$ cat config.mk
export PLATFORM = sky130hd
export DESIGN_NAME = barrett_reduce_pipe
export DESIGN_NICKNAME = d
export VERILOG_FILES = /design/src/rtl/barrett_pkg.sv /design/src/rtl/barrett_corr.sv /design/src/rtl/barrett_reduce_pipe.sv
export SDC_FILE = /design/constraint.sdc
export NUM_CORES = 1
export LEC_CHECK = 0
export BUFFER_PORTS_ARGS = -buffer_cell sky130_fd_sc_hd__buf_4
export CAP_MARGIN = 25
export CORE_ASPECT_RATIO = 0.7
export CORE_MARGIN = 1.5
export CORE_UTILIZATION = 60
export DETAILED_ROUTE_END_ITERATION = 16
export GPL_TIMING_DRIVEN = 0
export PLACE_DENSITY = 0.86
export SLEW_MARGIN = 20
export SYNTH_ARGS = -nofsm -noshare
export SYNTH_HDL_FRONTEND = slang
export SYNTH_SLANG_ARGS = --single-unit
export TNS_END_PERCENT = 30
$ cat constraint.sdc
create_clock -name clk -period 6.1 [get_ports clk]
set_clock_uncertainty 0.2 [all_clocks]
set_input_delay 0.915 -clock clk [delete_from_list [all_inputs] [get_ports clk]]
set_output_delay 0.915 -clock clk [all_outputs]
set_load 0.05 [all_outputs]
$ cat src/rtl/barrett_pkg.sv
// Shared constants, the Barrett constant helper and the pipeline stage record
// used by the modular-reduction datapath.
package barrett_pkg;

  localparam int WIDTH = 8;
  localparam int K     = WIDTH;
  localparam int Q     = 251;
  localparam int TAG_W = 4;

  // floor(2^(2k) / q); fits in k+1 bits whenever 2^(k-1) < q < 2^k.
  function automatic int unsigned mu_calc(input int unsigned q, input int unsigned k);
    logic [63:0] num;
    num = 64'd1 << (2 * k);
    return 32'(num / 64'(q));
  endfunction

  localparam int MU = int'(mu_calc(Q, K));

  typedef struct packed {
    logic                 valid;
    logic [2*WIDTH-1:0]   data;
    logic [TAG_W-1:0]     tag;
  } stage_t;

endpackage

$ cat src/rtl/barrett_corr.sv
// Final Barrett correction: removes up to two multiples of Q from a partial
// remainder known to be below 3Q.
module barrett_corr #(
  parameter int WIDTH = 8,
  parameter int Q     = 251
) (
  input  logic [WIDTH+1:0] r_i,
  output logic [WIDTH-1:0] res_o
);

  logic [WIDTH+1:0] q_ext;
  logic [WIDTH+1:0] r1;
  logic [WIDTH+1:0] r2;
  logic             unused_hi;

  assign q_ext = (WIDTH+2)'(Q);

  always_comb begin
    r1 = (r_i >= q_ext) ? (r_i - q_ext) : r_i;
    r2 = (r1 >= q_ext) ? (r1 - q_ext) : r1;
  end

  // r2 < Q < 2^WIDTH, so the two top bits are always zero.
  assign res_o     = r2[WIDTH-1:0];
  assign unused_hi = ^r2[WIDTH+1:WIDTH];

endmodule

$ cat src/rtl/barrett_reduce_pipe.sv
// Three-stage valid/ready Barrett reduction of a 2*WIDTH-bit product modulo Q,
// with an opaque tag carried alongside each operand.
module barrett_reduce_pipe #(
  parameter int WIDTH = 8,
  parameter int Q     = 251,
  parameter int TAG_W = 4
) (
  input  logic               clk,
  input  logic               reset,
  input  logic               in_valid,
  output logic               in_ready,
  input  logic [2*WIDTH-1:0] in_data,
  input  logic [TAG_W-1:0]   in_tag,
  output logic               out_valid,
  input  logic               out_ready,
  output logic [WIDTH-1:0]   out_data,
  output logic [TAG_W-1:0]   out_tag
);

  import barrett_pkg::mu_calc;

  localparam int K  = WIDTH;
  localparam int PW = 2 * K + 2;
  localparam int MU = int'(mu_calc(Q, K));

  logic advance;

  logic            v1_q, v1_d;
  logic [2*K-1:0]  x1_q, x1_d;
  logic [PW-1:0]   p1_q, p1_d;
  logic [TAG_W-1:0] tag1_q, tag1_d;

  logic            v2_q, v2_d;
  logic [K+1:0]    r2_q, r2_d;
  logic [TAG_W-1:0] tag2_q, tag2_d;

  logic            v3_q, v3_d;
  logic [K-1:0]    data3_q, data3_d;
  logic [TAG_W-1:0] tag3_q, tag3_d;

  logic [K:0]      q1;
  logic [K:0]      q3;
  logic [PW-1:0]   r_full;
  logic [K-1:0]    corr_res;

  // Whole pipe moves in lockstep; only the output register can block it.
  assign advance  = !v3_q || out_ready;
  assign in_ready = advance;

  always_comb begin
    q1      = (K+1)'(in_data >> (K - 1));
    v1_d    = in_valid;
    x1_d    = in_data;
    p1_d    = PW'(q1) * PW'(MU);
    tag1_d  = in_tag;

    q3      = (K+1)'(p1_q >> (K + 1));
    r_full  = PW'(x1_q) - PW'(q3) * PW'(Q);
    v2_d    = v1_q;
    r2_d    = (K+2)'(r_full);
    tag2_d  = tag1_q;

    v3_d    = v2_q;
    data3_d = corr_res;
    tag3_d  = tag2_q;
  end

  barrett_corr #(
    .WIDTH(K),
    .Q    (Q)
  ) u_corr (
    .r_i  (r2_q),
    .res_o(corr_res)
  );

  always_ff @(posedge clk) begin
    if (reset) begin
      v1_q    <= 1'b0;
      x1_q    <= '0;
      p1_q    <= '0;
      tag1_q  <= '0;
      v2_q    <= 1'b0;
      r2_q    <= '0;
      tag2_q  <= '0;
      v3_q    <= 1'b0;
      data3_q <= '0;
      tag3_q  <= '0;
    end else if (advance) begin
      v1_q    <= v1_d;
      x1_q    <= x1_d;
      p1_q    <= p1_d;
      tag1_q  <= tag1_d;
      v2_q    <= v2_d;
      r2_q    <= r2_d;
      tag2_q  <= tag2_d;
      v3_q    <= v3_d;
      data3_q <= data3_d;
      tag3_q  <= tag3_d;
    end
  end

  assign out_valid = v3_q;
  assign out_data  = data3_q;
  assign out_tag   = tag3_q;

endmodule

==> metrics.log <==
INFO  metric placement_rows = 25
INFO  metric regToRegSetupSlack = 1.81 ns
INFO  metric seq_area_frac_synth = 24.0%
INFO  metric totalWireLength = 10.6 mm
INFO  metric clock_latency = 0.33 ns
INFO  metric vdd.ir_drop.worst = 0.000335 V
INFO  metric synth_seq_cells = 52
INFO  metric drtIter0Drc = 307
INFO  metric cts_made_buffers = 5
INFO  metric drt-vias-per-instance = 5.89
INFO  metric run_status = finished, final reports clean
INFO  metric syn-instance-count = 500
INFO  metric port_buffers = 36
INFO  metric die_x = 105 um
INFO  metric floorplan.io_pins = 38
INFO  metric mostFrequentLayoutCells = sky130_fd_sc_hd__nand2_1 (76), sky130_fd_sc_hd__ha_1 (63), sky130_fd_sc_hd__inv_1 (54)
INFO  metric post_layout_minimum_cycle_time = 4.29 ns
INFO  metric synthesis.nets = 612
INFO  metric postSynthAreaPerCell = 8.67 um^2
INFO  metric end_kind = flop
INFO  metric worstReg2RegStart = p1_q[9]
INFO  metric cts_tree = built
INFO  metric die_area = 0.00775 mm^2
INFO  metric path_class = reg2reg
INFO  metric ant_nets = 0
INFO  metric fin_setup_tns = 0 ns
INFO  metric power_after_layout = 0.00252 W
INFO  metric detailroute.via_count = 3757
INFO  metric whs_endpoint = tag2_q[2]
INFO  metric timing.rr.end = r2_q[9]
INFO  metric timing.final.setup_violations = 0
INFO  metric max_cap_violations = 0
INFO  metric finish.net_count = 655
INFO  metric wire_per_inst = 16.7 um
INFO  metric core_area = 0.00688 mm^2
INFO  metric synth-edff-count = 0
INFO  metric mappedNetlistArea = 0.00433 mm^2
INFO  metric cts.path.max_buffers = 2
INFO  metric critPathMaxFanout = 6
INFO  metric synth-main-ff-cell = sky130_fd_sc_hd__dfxtp_1
INFO  metric worstRegToRegCells = 13
INFO  metric worstPathRequired = 6.15 ns
INFO  metric drc_viols = 0
INFO  metric grt_max_degree = 19
INFO  metric worst-slew-pin-transition = 0.646 ns
INFO  metric grt_setup_unrepaired = no
INFO  metric grt.total_usage = 29.2%
INFO  metric global_placer_s_final_weighted_congestion = 0.903
INFO  metric fmaxAchievable = 0.233 GHz
INFO  metric timing.hold.worst.start = tag2_q[2]
INFO  metric number_of_global_route_vias_before_repair = 3674
INFO  metric slew_headroom = 56.9%
INFO  metric number_of_antenna_violations_at_the_first_check_in_global_routing = 0
INFO  metric firstDrtPassIters = 5
INFO  metric final.period_utilization = 70.3%
INFO  metric holdPathStages = 2
INFO  metric critPathArrivalTime = 4.33 ns
INFO  metric floorplan.initialDensity = 63.0%
INFO  metric ctsHoldBuffers = 0
INFO  metric global_route.overflow_total = 0
INFO  metric critical_path.startpoint_type = flop
INFO  metric synth.yosys.warnings = 0
INFO  metric drive_gt1_share = 12.9%
INFO  metric power.leakage = 2.18 nW
INFO  metric cts.sinks = 52
INFO  metric post_cts_resized = 0
INFO  metric post-cts-setup-buffer-count = 0
INFO  metric finalHoldViolCount = 0
INFO  metric antenna-diode-count = 0
INFO  metric powerDensity = 523 mW/mm^2
INFO  metric timing_max_transition_violations_final = 0
INFO  metric detailedPlacementHpwl = 8.46 mm
INFO  metric die_y = 74.1 um
INFO  metric grt_first_pass_wirelength = 17.7 mm
INFO  metric synthArstFlopShare = 0%
INFO  metric synth_cell_type_count = 60
INFO  metric layout.cells.most_common = sky130_fd_sc_hd__nand2_1
INFO  metric h-tree-depth = 2
INFO  metric worstHoldPathType = reg2reg
INFO  metric cts_root_buf = sky130_fd_sc_hd__clkbuf_8
INFO  metric area_growth_syn_to_layout = 11.2%
INFO  metric cts.reportedPaths.clkPinSlew = 0.11 ns
[stage by stage]
stage                     cell area [um^2]  setup WS (ns)  std cells  hold slack (ns)  util [%]
after floorplan                       4330           2.19        500            0.232         -
after global placement                4720           1.92        630            0.239      68.6
after detailed placement              4720           1.84        630            0.247      68.6
after CTS                             4820           1.82        638            0.263      70.0
after global routing                  4820           1.59        638            0.281      70.0
final                                 4820           1.81        638            0.261      70.0
[worst max path at each step]
stage                start        to  depth (start not counted)
4_1_cts            p1_q[9]   r2_q[9]                         13
3_5_place_dp   in_data[13]  p1_q[16]                         12
5_1_grt           p1_q[13]   r2_q[9]                         14
3_3_place_gp       p1_q[9]   r2_q[9]                         13
6_report           p1_q[9]   r2_q[9]                         13
2_1_floorplan      p1_q[9]   r2_q[9]                         13
[critical path: stages, from the launching register on]
cell                       delay (ns)
sky130_fd_sc_hd__dfxtp_1         0.51
sky130_fd_sc_hd__inv_1           0.18
sky130_fd_sc_hd__fa_1            0.61
sky130_fd_sc_hd__fa_1            0.46
sky130_fd_sc_hd__fa_1            0.56
sky130_fd_sc_hd__inv_1           0.06
sky130_fd_sc_hd__fa_1            0.53
sky130_fd_sc_hd__inv_1           0.05
sky130_fd_sc_hd__ha_1            0.34
sky130_fd_sc_hd__o21a_1          0.18
sky130_fd_sc_hd__nor2_1          0.08
sky130_fd_sc_hd__a21oi_1         0.06
sky130_fd_sc_hd__xnor2_1         0.17
sky130_fd_sc_hd__a211oi_1        0.23
[cell usage after synthesis (6+ instances only)]
library cell               instances  area [um^2]
sky130_fd_sc_hd__dfxtp_1          52         1040
sky130_fd_sc_hd__o31ai_1           6         45.0
sky130_fd_sc_hd__nand2_1          76          285
sky130_fd_sc_hd__xnor2_1          20          175
sky130_fd_sc_hd__xor2_1            6         52.6
sky130_fd_sc_hd__nor2_1           23         86.3
sky130_fd_sc_hd__inv_1            54          203
sky130_fd_sc_hd__ha_1             63          788
sky130_fd_sc_hd__o21ai_0          15         75.1
sky130_fd_sc_hd__nor3_1            6         30.0
sky130_fd_sc_hd__nand3_1           6         30.0
sky130_fd_sc_hd__or3_1             7         43.8
sky130_fd_sc_hd__a211oi_1         10         75.1
sky130_fd_sc_hd__clkbuf_1         13         48.8
sky130_fd_sc_hd__fa_1             25          500
sky130_fd_sc_hd__a21oi_1          41          205
[sequential cells by signal, indices dropped and copies added, names as in the netlist]
| name | cells |
|---|---|
| out_valid | 1 |
| tag2_q | 4 |
| out_data | 8 |
| v2_q | 1 |
| tag1_q | 4 |
| r2_q | 10 |
| p1_q | 9 |
| out_tag | 4 |
| x1_q | 10 |
| v1_q | 1 |
[layer usage]
metal / share of wire, % / wire length [um] / global-route usage, %
met2: 45 / 4800 / 48.2
met4: 1.7 / 176 / 9.13
met1: 47 / 4970 / 40.2
met3: 6.5 / 689 / 4.65
met5: 0 / 0 / 0
[logic make-up after synthesis]
family          after synthesis  share of synthesized area, %
simple gates                147                          16.5
xor+xnor                     26                          5.25
mux                           2                         0.491
compound gates              110                          17.0
fa+ha+maj                    88                          29.7
buf+inv                      75                          6.99
flops                        52                          24.0
[power breakdown]
part / total [W] / leakage, nW / internal, W / switching, W
combinational: 0.00182 / 1.71 / 0.000796 / 0.00102
sequential: 0.000484 / 0.431 / 0.000410 / 0.0000734
clock: 0.000222 / 0.0463 / 0.0000847 / 0.000138
[area by class of cell]
| cell class | instances | area, um^2 |
|---|---|---|
| Buffer | 21 | 100 |
| Clock buffer | 5 | 68.8 |
| Clock inverter | 3 | 27.5 |
| Fill cell | 564 | 2060 |
| Inverter | 54 | 203 |
| Multi-Input combinational cell | 373 | 2990 |
| Sequential cell | 52 | 1040 |
| Tap cell | 94 | 118 |
| Timing Repair Buffer | 36 | 270 |
Power figures use the tool's default switching activity.
